`src/rtl/mul_arbiter_if.sv`:
```
// Bundle of every signal the arbiter shares with its requesters, its
// response consumer and the sequential multiplier it fronts.
// slave  : the arbiter's view.
// master : the environment's view (requesters, consumer, multiplier).
interface mul_arbiter_if #(
   parameter int NUM_REQ   = 4,
   parameter int MUL_WIDTH = 4
);
   localparam int ID_W = $clog2(NUM_REQ);

   // requester side
   logic [NUM_REQ-1:0]           req_valid;
   logic [NUM_REQ-1:0]           req_ready;
   logic [NUM_REQ-1:0]           req_sign;
   logic [NUM_REQ*MUL_WIDTH-1:0] req_a;
   logic [NUM_REQ*MUL_WIDTH-1:0] req_b;

   // response side
   logic                         rsp_valid;
   logic                         rsp_ready;
   logic [ID_W-1:0]              rsp_id;
   logic [2*MUL_WIDTH-1:0]       rsp_data;
   logic                         rsp_err;

   // multiplier side
   logic                         mul_start;
   logic                         mul_sign;
   logic [MUL_WIDTH-1:0]         mul_a;
   logic [MUL_WIDTH-1:0]         mul_b;
   logic                         mul_ready;
   logic [2*MUL_WIDTH-1:0]       mul_product;

   modport slave (
      input  req_valid, req_sign, req_a, req_b, rsp_ready, mul_ready, mul_product,
      output req_ready, rsp_valid, rsp_id, rsp_data, rsp_err,
             mul_start, mul_sign, mul_a, mul_b
   );

   modport master (
      output req_valid, req_sign, req_a, req_b, rsp_ready, mul_ready, mul_product,
      input  req_ready, rsp_valid, rsp_id, rsp_data, rsp_err,
             mul_start, mul_sign, mul_a, mul_b
   );
endinterface

```
`src/rtl/mul_arbiter.sv`:
```
// Round-robin arbiter that shares one sequential multiplier between
// NUM_REQ requesters. One operation in flight at a time:
//   IDLE -> ISSUE (mul_start pulse) -> WAIT_LOW (multiplier goes busy)
//        -> WAIT_DONE (multiplier ready again, product captured) -> RESP.
// Optional watchdog: define MUL_ARB_TIMEOUT_EN to abort an operation that
// has not finished TIMEOUT_CYCLES cycles after ISSUE (rsp_err=1, data 0).
// Without the macro the watchdog is absent and rsp_err is tied low.
module mul_arbiter #(
   parameter int NUM_REQ        = 4,
   parameter int MUL_WIDTH      = 4,
   parameter int TIMEOUT_CYCLES = 64
) (
   input  logic         clk,
   input  logic         rst,
   mul_arbiter_if.slave bus
);
   localparam int ID_W = $clog2(NUM_REQ);

   localparam logic [2:0] IDLE      = 3'd0;
   localparam logic [2:0] ISSUE     = 3'd1;
   localparam logic [2:0] WAIT_LOW  = 3'd2;
   localparam logic [2:0] WAIT_DONE = 3'd3;
   localparam logic [2:0] RESP      = 3'd4;

   if (NUM_REQ < 2 || NUM_REQ > 8 || TIMEOUT_CYCLES < 2) begin : g_bad_params
      $error("mul_arbiter: NUM_REQ must be 2..8 and TIMEOUT_CYCLES at least 2");
   end

   logic [2:0]             state_q, state_d;
   logic [ID_W-1:0]        last_grant_q, last_grant_d;
   logic [ID_W-1:0]        id_q, id_d;
   logic                   sign_q, sign_d;
   logic [MUL_WIDTH-1:0]   a_q, a_d;
   logic [MUL_WIDTH-1:0]   b_q, b_d;
   logic [2*MUL_WIDTH-1:0] rsp_data_q, rsp_data_d;

`ifdef MUL_ARB_TIMEOUT_EN
   localparam int CNT_W = $clog2(TIMEOUT_CYCLES + 1);
   logic [CNT_W-1:0]       cnt_q, cnt_d;
   logic                   rsp_err_q, rsp_err_d;
`endif

   logic [ID_W-1:0]        rr_cand;
   logic [ID_W-1:0]        grant_idx;
   logic                   grant_found;
   logic [NUM_REQ-1:0]     req_ready;
   logic                   fire;

   // Round-robin search: first valid requester after the last winner.
   // NOTE: combinational blocks use blocking '=' so later statements see the
   // values computed above them; clocked blocks use '<=' only.
   always_comb begin
      grant_found = 1'b0;
      grant_idx   = '0;
      rr_cand     = '0;
      for (int i = 1; i <= NUM_REQ; i++) begin
         rr_cand = ID_W'((int'(last_grant_q) + i) % NUM_REQ);
         if (!grant_found && bus.req_valid[rr_cand]) begin
            grant_found = 1'b1;
            grant_idx   = rr_cand;
         end
      end
   end

   // Grant only while idle and the multiplier can take a command.
   always_comb begin
      req_ready = '0;
      if (state_q == IDLE && bus.mul_ready && grant_found) begin
         req_ready[grant_idx] = 1'b1;
      end
   end

   assign fire = |(req_ready & bus.req_valid);

   // Next-state and datapath capture for the single in-flight operation.
   // NOTE: every signal written here gets its hold value first, so no path
   // leaves one unassigned and no latch is inferred.
   always_comb begin
      state_d      = state_q;
      last_grant_d = last_grant_q;
      id_d         = id_q;
      sign_d       = sign_q;
      a_d          = a_q;
      b_d          = b_q;
      rsp_data_d   = rsp_data_q;
`ifdef MUL_ARB_TIMEOUT_EN
      rsp_err_d    = rsp_err_q;
      cnt_d        = '0;
`endif
      case (state_q)
         IDLE: begin
            if (fire) begin
               state_d      = ISSUE;
               last_grant_d = grant_idx;
               id_d         = grant_idx;
               sign_d       = bus.req_sign[grant_idx];
               a_d          = bus.req_a[int'(grant_idx) * MUL_WIDTH +: MUL_WIDTH];
               b_d          = bus.req_b[int'(grant_idx) * MUL_WIDTH +: MUL_WIDTH];
            end
         end
         ISSUE:    state_d = WAIT_LOW;
         WAIT_LOW: if (!bus.mul_ready) state_d = WAIT_DONE;
         WAIT_DONE: begin
            if (bus.mul_ready) begin
               rsp_data_d = bus.mul_product;
               state_d    = RESP;
`ifdef MUL_ARB_TIMEOUT_EN
               rsp_err_d  = 1'b0;
`endif
            end
         end
         RESP:     if (bus.rsp_ready) state_d = IDLE;
         default:  state_d = IDLE;
      endcase
`ifdef MUL_ARB_TIMEOUT_EN
      // Watchdog counts ISSUE..WAIT_DONE; a real completion on the last
      // allowed cycle still wins over the abort.
      if (state_q == ISSUE || state_q == WAIT_LOW || state_q == WAIT_DONE) begin
         cnt_d = cnt_q + 1'b1;
         if (cnt_q == CNT_W'(TIMEOUT_CYCLES - 1) && state_d != RESP) begin
            state_d    = RESP;
            rsp_err_d  = 1'b1;
            rsp_data_d = '0;
         end
      end
`endif
   end

   // State registers with synchronous reset.
   // NOTE: operand and result registers are reset as well, because they
   // drive ports that must read zero out of reset.
   always_ff @(posedge clk) begin
      if (rst) begin
         state_q      <= IDLE;
         last_grant_q <= ID_W'(NUM_REQ - 1);
         id_q         <= '0;
         sign_q       <= 1'b0;
         a_q          <= '0;
         b_q          <= '0;
         rsp_data_q   <= '0;
`ifdef MUL_ARB_TIMEOUT_EN
         rsp_err_q    <= 1'b0;
         cnt_q        <= '0;
`endif
      end else begin
         state_q      <= state_d;
         last_grant_q <= last_grant_d;
         id_q         <= id_d;
         sign_q       <= sign_d;
         a_q          <= a_d;
         b_q          <= b_d;
         rsp_data_q   <= rsp_data_d;
`ifdef MUL_ARB_TIMEOUT_EN
         rsp_err_q    <= rsp_err_d;
         cnt_q        <= cnt_d;
`endif
      end
   end

   assign bus.req_ready = req_ready;
   assign bus.mul_start = (state_q == ISSUE);
   assign bus.mul_sign  = sign_q;
   assign bus.mul_a     = a_q;
   assign bus.mul_b     = b_q;
   assign bus.rsp_valid = (state_q == RESP);
   assign bus.rsp_id    = id_q;
   assign bus.rsp_data  = rsp_data_q;
`ifdef MUL_ARB_TIMEOUT_EN
   assign bus.rsp_err   = rsp_err_q;
`else
   assign bus.rsp_err   = 1'b0;
`endif
endmodule
```
`src/flat_wrapper.sv`:
```
// flat-port wrapper written by rule: the top's interface ports become plain ports
module mul_arbiter_flat 
#(
   parameter int NUM_REQ        = 4,
   parameter int MUL_WIDTH      = 4,
   parameter int TIMEOUT_CYCLES = 64
)
  (clk, rst, bus_req_valid, bus_req_sign, bus_req_a, bus_req_b, bus_rsp_ready, bus_mul_ready, bus_mul_product, bus_req_ready, bus_rsp_valid, bus_rsp_id, bus_rsp_data, bus_rsp_err, bus_mul_start, bus_mul_sign, bus_mul_a, bus_mul_b);
  mul_arbiter_if #(.NUM_REQ(NUM_REQ), .MUL_WIDTH(MUL_WIDTH)) bus_i ();
  input  logic clk;
  input  logic rst;
  input wire logic [$bits(bus_i.req_valid)-1:0] bus_req_valid;
  input wire logic [$bits(bus_i.req_sign)-1:0] bus_req_sign;
  input wire logic [$bits(bus_i.req_a)-1:0] bus_req_a;
  input wire logic [$bits(bus_i.req_b)-1:0] bus_req_b;
  input wire logic [$bits(bus_i.rsp_ready)-1:0] bus_rsp_ready;
  input wire logic [$bits(bus_i.mul_ready)-1:0] bus_mul_ready;
  input wire logic [$bits(bus_i.mul_product)-1:0] bus_mul_product;
  output wire logic [$bits(bus_i.req_ready)-1:0] bus_req_ready;
  output wire logic [$bits(bus_i.rsp_valid)-1:0] bus_rsp_valid;
  output wire logic [$bits(bus_i.rsp_id)-1:0] bus_rsp_id;
  output wire logic [$bits(bus_i.rsp_data)-1:0] bus_rsp_data;
  output wire logic [$bits(bus_i.rsp_err)-1:0] bus_rsp_err;
  output wire logic [$bits(bus_i.mul_start)-1:0] bus_mul_start;
  output wire logic [$bits(bus_i.mul_sign)-1:0] bus_mul_sign;
  output wire logic [$bits(bus_i.mul_a)-1:0] bus_mul_a;
  output wire logic [$bits(bus_i.mul_b)-1:0] bus_mul_b;
  assign bus_i.req_valid = bus_req_valid;
  assign bus_i.req_sign = bus_req_sign;
  assign bus_i.req_a = bus_req_a;
  assign bus_i.req_b = bus_req_b;
  assign bus_i.rsp_ready = bus_rsp_ready;
  assign bus_i.mul_ready = bus_mul_ready;
  assign bus_i.mul_product = bus_mul_product;
  assign bus_req_ready = bus_i.req_ready;
  assign bus_rsp_valid = bus_i.rsp_valid;
  assign bus_rsp_id = bus_i.rsp_id;
  assign bus_rsp_data = bus_i.rsp_data;
  assign bus_rsp_err = bus_i.rsp_err;
  assign bus_mul_start = bus_i.mul_start;
  assign bus_mul_sign = bus_i.mul_sign;
  assign bus_mul_a = bus_i.mul_a;
  assign bus_mul_b = bus_i.mul_b;
  mul_arbiter #(.NUM_REQ(NUM_REQ), .MUL_WIDTH(MUL_WIDTH), .TIMEOUT_CYCLES(TIMEOUT_CYCLES)) u_core (.clk(clk), .rst(rst), .bus(bus_i));
endmodule
```
`config.mk`:
```
export PLATFORM = sky130hd
export DESIGN_NAME = mul_arbiter_flat
export DESIGN_NICKNAME = d
export VERILOG_FILES = /design/src/rtl/mul_arbiter_if.sv /design/src/rtl/mul_arbiter.sv /design/src/flat_wrapper.sv
export SDC_FILE = /design/constraint.sdc
export NUM_CORES = 1
export LEC_CHECK = 0
export BUFFER_PORTS_ARGS = -buffer_cell sky130_fd_sc_hd__buf_2
export CORE_MARGIN = 2
export CORE_UTILIZATION = 45
export CTS_CLUSTER_SIZE = 24
export DETAILED_ROUTE_END_ITERATION = 10
export PLACE_DENSITY = 0.85
export REMOVE_ABC_BUFFERS = 1
export SYNTH_ARGS = -nofsm -noshare
export SYNTH_HDL_FRONTEND = slang
export SYNTH_SLANG_ARGS = --single-unit
```
`constraint.sdc`:
```
create_clock -name clk -period 3.4 [get_ports clk]
set_input_delay 0.85 -clock clk [delete_from_list [all_inputs] [get_ports clk]]
set_output_delay 0.85 -clock clk [all_outputs]
set_load 0.01 [all_outputs]
```
-- Yosys cells after proc, flatten, opt, wreduce, memory -nomap -nowiden
Cells that the tools add are included.
- flip-flop bits (word level): 24
- input port bits: 52
- output and inout bits: 26
- add/subtract/negate cells: 4
- $lt $le $gt $ge: 6
- equality and inequality tests: 8
- shift-type cells: 2
- mux-type cells: 26
- bitwise logic cells: 1
- reductions and logical operators: 14
- operator list (operator ; count):
    16-bit by 5-bit indexed part select with 4-bit output ; 2
    2-bit by 3-bit < comparator with 1-bit output (second input constant) ; 5
    3-bit case mux with 5 select lines ; 1
    3-bit two-way mux ; 4
    1-bit binary-select mux with 2-bit select ; 5
    1-bit two-way mux ; 10
    2-bit two-way mux ; 4
    3-bit by 2-bit == test with 1-bit output (second input constant) ; 2
    1-bit logical AND ; 6
    2-bit inequality test (second input constant) ; 3
    2-bit by 1-bit adder with 2-bit output (second input constant) ; 2
    2-bit adder (second input constant) ; 2
    4-bit bitwise AND ; 1
    4-bit two-way mux ; 1
    2-bit AND reduction ; 2
    4-bit AND reduction ; 1
    4-bit OR reduction ; 1
    3-bit by 1-bit == test with 1-bit output (second input constant) ; 1
    3-bit == test (second input constant) ; 1
    1-bit zero test ; 3
    3-bit zero test ; 1
    1-bit demux with 2-bit select ; 1
    2-bit by 1-bit >= comparator with 1-bit output (second input constant) ; 1
    2-bit by 1-bit inequality test with 1-bit output (second input constant) ; 1

-- Longest topological paths before layout
- depth after elaboration: 22
- gate-level depth with buffers: 7
- mapped depth without buffers: 5

-- Least setup slack after synthesis
Ideal clock, no wire load.
- kind: in2out
- from: in bus_req_valid[3]
- to: out bus_req_ready[0]
- arrival: 2.010 ns
- setup slack: 0.540 ns
- stages: 6
- buffers on the path: 2
- cells stage by stage: buf_6 > or4_4 > nand3_2 > nor2_1 > buf_2 > and2_1
- word-level cells in the longest chain between the ends: 17
- elaborated cells between the ends (all ways): 29
- those cells by class: order compare (2); mux (19); reduce/logical (8)
- ends and longest elaborated chain (what ; RTL line ; text):
    from (decl) ; flat_wrapper.sv:12 ; input wire logic [$bits(bus_i.req_valid)-1:0] bus_req_valid;
    1-bit binary-select mux with 2-bit select ; mul_arbiter.sv:58 ; if (!grant_found && bus.req_valid[rr_cand]) begin
    1-bit two-way mux (not written as such) ; mul_arbiter.sv:58 ;
    1-bit two-way mux ; mul_arbiter.sv:58 ;
    1-bit zero test ; mul_arbiter.sv:58 ;
    1-bit logical AND ; mul_arbiter.sv:58 ;
    1-bit two-way mux ; mul_arbiter.sv:58 ;
    1-bit zero test ; mul_arbiter.sv:58 ;
    1-bit logical AND ; mul_arbiter.sv:58 ;
    1-bit two-way mux ; mul_arbiter.sv:58 ;
    1-bit zero test ; mul_arbiter.sv:58 ;
    1-bit logical AND ; mul_arbiter.sv:58 ;
    2-bit two-way mux ; mul_arbiter.sv:58 ;
    2-bit by 3-bit < comparator with 1-bit output (not written as such) or 2-bit by 1-bit >= comparator with 1-bit output (tied branches) ; mul_arbiter.sv:69 ; req_ready[grant_idx] = 1'b1;
    1-bit logical AND (not written as such) ; mul_arbiter.sv:69 ;
    1-bit two-way mux (not written as such) ; mul_arbiter.sv:69 ;
    1-bit demux with 2-bit select ; - ;
    4-bit two-way mux * ; mul_arbiter.sv:68 ; if (state_q == IDLE && bus.mul_ready && grant_found) begin
    to (decl) ; flat_wrapper.sv:19 ; output wire logic [$bits(bus_i.req_ready)-1:0] bus_req_ready;
Mark *: on every way between the ends. The rest lies on a longest branch, timed or not. The select of a mux whose other input is x is not followed.

-- Worst setup path after layout
- from: in bus_req_valid[3]
- to: out bus_req_ready[3]
Same word-level chain as after synthesis.

==> impl_results.md <==
- Status: finished clean
- Fillers: 228
- Netlist cell types: 36
- Clk slew on worst S/H paths: approximately 0.13 ns
- Most frequent CP cell: buf_2
- # placed instances: 239
- Power Density: roughly 440 nW/um2
- Internal: 0.504 mW
- Worst-Skew Late Latency: just over 0.3 ns
- Top_reg_cell synth: dfxtp_1
- Slowest CP cell: or4_4
- Area Growth Syn to Fin: 34.3%
- Layout cells sized above 1: 41.3%
- Clk root buf: clkbuf_4
- Cell count after synthesis: 143
- DR pass1 iterations: 6
- CTS tree: built
- Initial antenna violation count: 0
- Largest net degree at the start of global routing: 25
- Die area: 3100 um2
- Sw Pwr: 0.198 mW
- Critical Path Start: bus_req_valid[3]
- CP arrival: 2.03 ns
- Via/cell ratio: 5.61
- Setup TNS: 0 ns
- Initial core utilization: 48.0%
- Sequential cell area: 480 um2
- Number of buffers added on ports: 76
- CP peak stage delay: 0.54 ns
- Worst endpoint required time: about 2.6 ns
- R2R depth: 5
- WL met3: 324 um
- Global-route wire length before repair: 5460 um
- Inserted Clock Buffers: 3
- Critical path, cell by cell: buf_2 > or4_4 > nand3_2 > nor2_1 > and2_1 > buf_2
- Leakage power: 0.769 nW
- Detailed Route Iter0 Violations: 71
- Tcrit/Tclk final: around 85%
- Antenna Violating Nets Remaining: 0
- Crit path depth: 6
- Num rows: 18
- Startpoint Class: input port
- Crit path time final: 2.88 ns
- Critical path class: in -> out
- R2r setup slk: 1.69 ns
- Top Layer Used: met4
- Avg WL per Cell: 13.0 um
- Via Count: 1364
- Ys Warns: 0
- Post-Syn Area: 1200 um2
- Gpl congestion: a little over 0.7
- RSZ-0062 raised after global routing: false
- WP buf/inv: 2
- Dpl hpwl: 2420 um
- Crit-path max FO: 9
- Worst Setup EP: bus_req_ready[3]
- ANT cells: 0
- Flop pwr share: 45.6%
- Clock sink count: 24
- DR WL met2: 1540 um
- Number of flops mapped to enable cells by yosys: 0
- Final setup viols: 0
- CTS resizes: 0
- Ports: 78
- Clock Path Buffers: 2
- Total GRT Usage: 21.2%
- Crit end category: output port
- Hold WC Path Type: reg -> reg
- CTS Hold Buffers Added: 0
- CORE AREA: 2500 um2
- Async set-reset flop share out of synthesis: 0%
- Die W: 55.6 um
- Max-slew violation count: 0
- Sw Share: 28.2%
- Share of total power in combinational logic: 25.4%
- Grt ovf: 0
- Max-Cap Viols: 0
- Clk pwr share: slightly below 30%
- Vert. Die Dim: 55.6 um
- Reg2Reg Launch Point: u_core.last_grant_q[1]
- M1 WL: 1280 um
- Total Routed Length: 3170 um
- Final Util: 64.5%
- Vias in the first global route: 1286
- Register area share after synthesis: roughly two fifths
- Avg Cell Area, Syn: 8.39 um2
- Reg2reg end: u_core.bus.mul_a[0]
- Post-layout nets: 266
- Synthesized flop and latch total: 24
- Setup Skew: 0.00253 ns
- Worst vdd ir: between 0.3 and 0.4 mV
- # Post-CTS Setup Buffers: 0
- Fmax: 0.347 GHz
- Crit-path leading delay family: simple AND/OR/NAND/NOR gates
- Multi-input gate area: 646 um2
- Number of remaining DRC errors: 0
- Hold Violations, Final: 0
- Htree depth: 1
- Non-filler cells, final: 243
[placed cells by master (no fill, tap or decap), drive strengths merged, types with 2 or more instances in the layout]
cell type	n
nor2	16
dfxtp	24
nand2	17
a21oi	19
o21bai	3
buf	77
and2	6
nand2b	2
a211oi	10
nor3	5
clkbuf	3
inv	2
o22ai	2
a222oi	9
[tightest hold or removal path: stages, from the launching register on]
cell	delay (ns)
dfxtp_1	0.33
nand2_1	0.05
a21oi_1	0.05
[power by group through the flow]
stage | Combinational (mW) | Sequential (mW) | Clock, mW
floorplan | 0.0916 | 0.331 | 0
CTS | 0.178 | 0.320 | 0.210
detailed placement | 0.178 | 0.326 | 0
finish | 0.178 | 0.320 | 0.204
global route | 0.197 | 0.324 | 0.225
global placement | 0.175 | 0.325 | 0
[worst min-delay path by stage]
stage / slack [ns] / start / cells after the start / to
after CTS: 0.46 / u_core.bus.rsp_data[5] / 2 / u_core.bus.rsp_data[5]
final: 0.46 / u_core.bus.rsp_data[5] / 2 / u_core.bus.rsp_data[5]
after global routing: 0.48 / u_core.bus.rsp_data[1] / 2 / u_core.bus.rsp_data[1]
after detailed placement: 0.45 / u_core.bus.rsp_data[5] / 2 / u_core.bus.rsp_data[5]
after global placement: 0.44 / u_core.bus.rsp_data[2] / 2 / u_core.bus.rsp_data[2]
after floorplan: 0.47 / u_core.bus.rsp_data[0] / 2 / u_core.bus.rsp_data[0]
[through the flow]
step	instance area, um2	hold slack (ns)	total power, mW	setup slack (ns)
finish	1610	0.462	0.702	0.522
global route	1610	0.484	0.745	0.477
CTS	1610	0.464	0.708	0.526
detailed placement	1560	0.445	0.504	0.531
global placement	1560	0.441	0.501	0.566
floorplan	1130	0.474	0.423	0.732
[per-layer routing]
| layer | vias to the layer above | track usage, % |
|---|---|---|
| met5 | - | 0 |
| met4 | 0 | 5.57 |
| met3 | 2 | 3.26 |
| met2 | 78 | 38.8 |
| met1 | 616 | 25.7 |
| li1 | 668 | - |
[cell families after synthesis]
logic type             Yosys count  share of synthesized area [%]
other                            1                          0.313
flip-flops                      24                           40.0
AO/OA/AOI/OAI                   50                           30.4
AND/OR/NAND/NOR                 55                           23.0
buffers and inverters           13                           6.15
[final cells by class]
| class | instances | area share [%] |
|---|---|---|
| multi-input combinational | 106 | 40.1 |
| sequential | 24 | 29.8 |
| timing repair buffer | 77 | 24.1 |
| tap | 30 | 2.33 |
| clock inverter | 1 | 1.86 |
| clock buffer | 3 | 1.40 |
| inverter | 2 | 0.466 |
[flip-flops by register name, summed over array words and instances (netlist names)]
name and cells:
u_core.state_q 3, u_core.bus.rsp_id 2, u_core.bus.rsp_data 8, u_core.bus.mul_a 4
u_core.last_grant_q 2, u_core.bus.mul_sign 1, u_core.bus.mul_b 4
[Yosys cell counts, types with 2 or more instances]
cell type   n  area share, %
nand2_1    16            5.0
buf_2       2           0.83
nand2b_1    2            1.0
o21bai_1    3            1.9
o22ai_1     2            1.0
inv_1       2           0.63
dfxtp_1    24             40
nor3_1      5            2.1
a211oi_2    3            3.1
a21oi_1    19            7.9
a222oi_1    9            7.5
a211oi_1    7            4.4
nor2_1     16            5.0
and2_1      6            3.1
clkbuf_1    6            1.9
(Power assumes the default switching activity.)
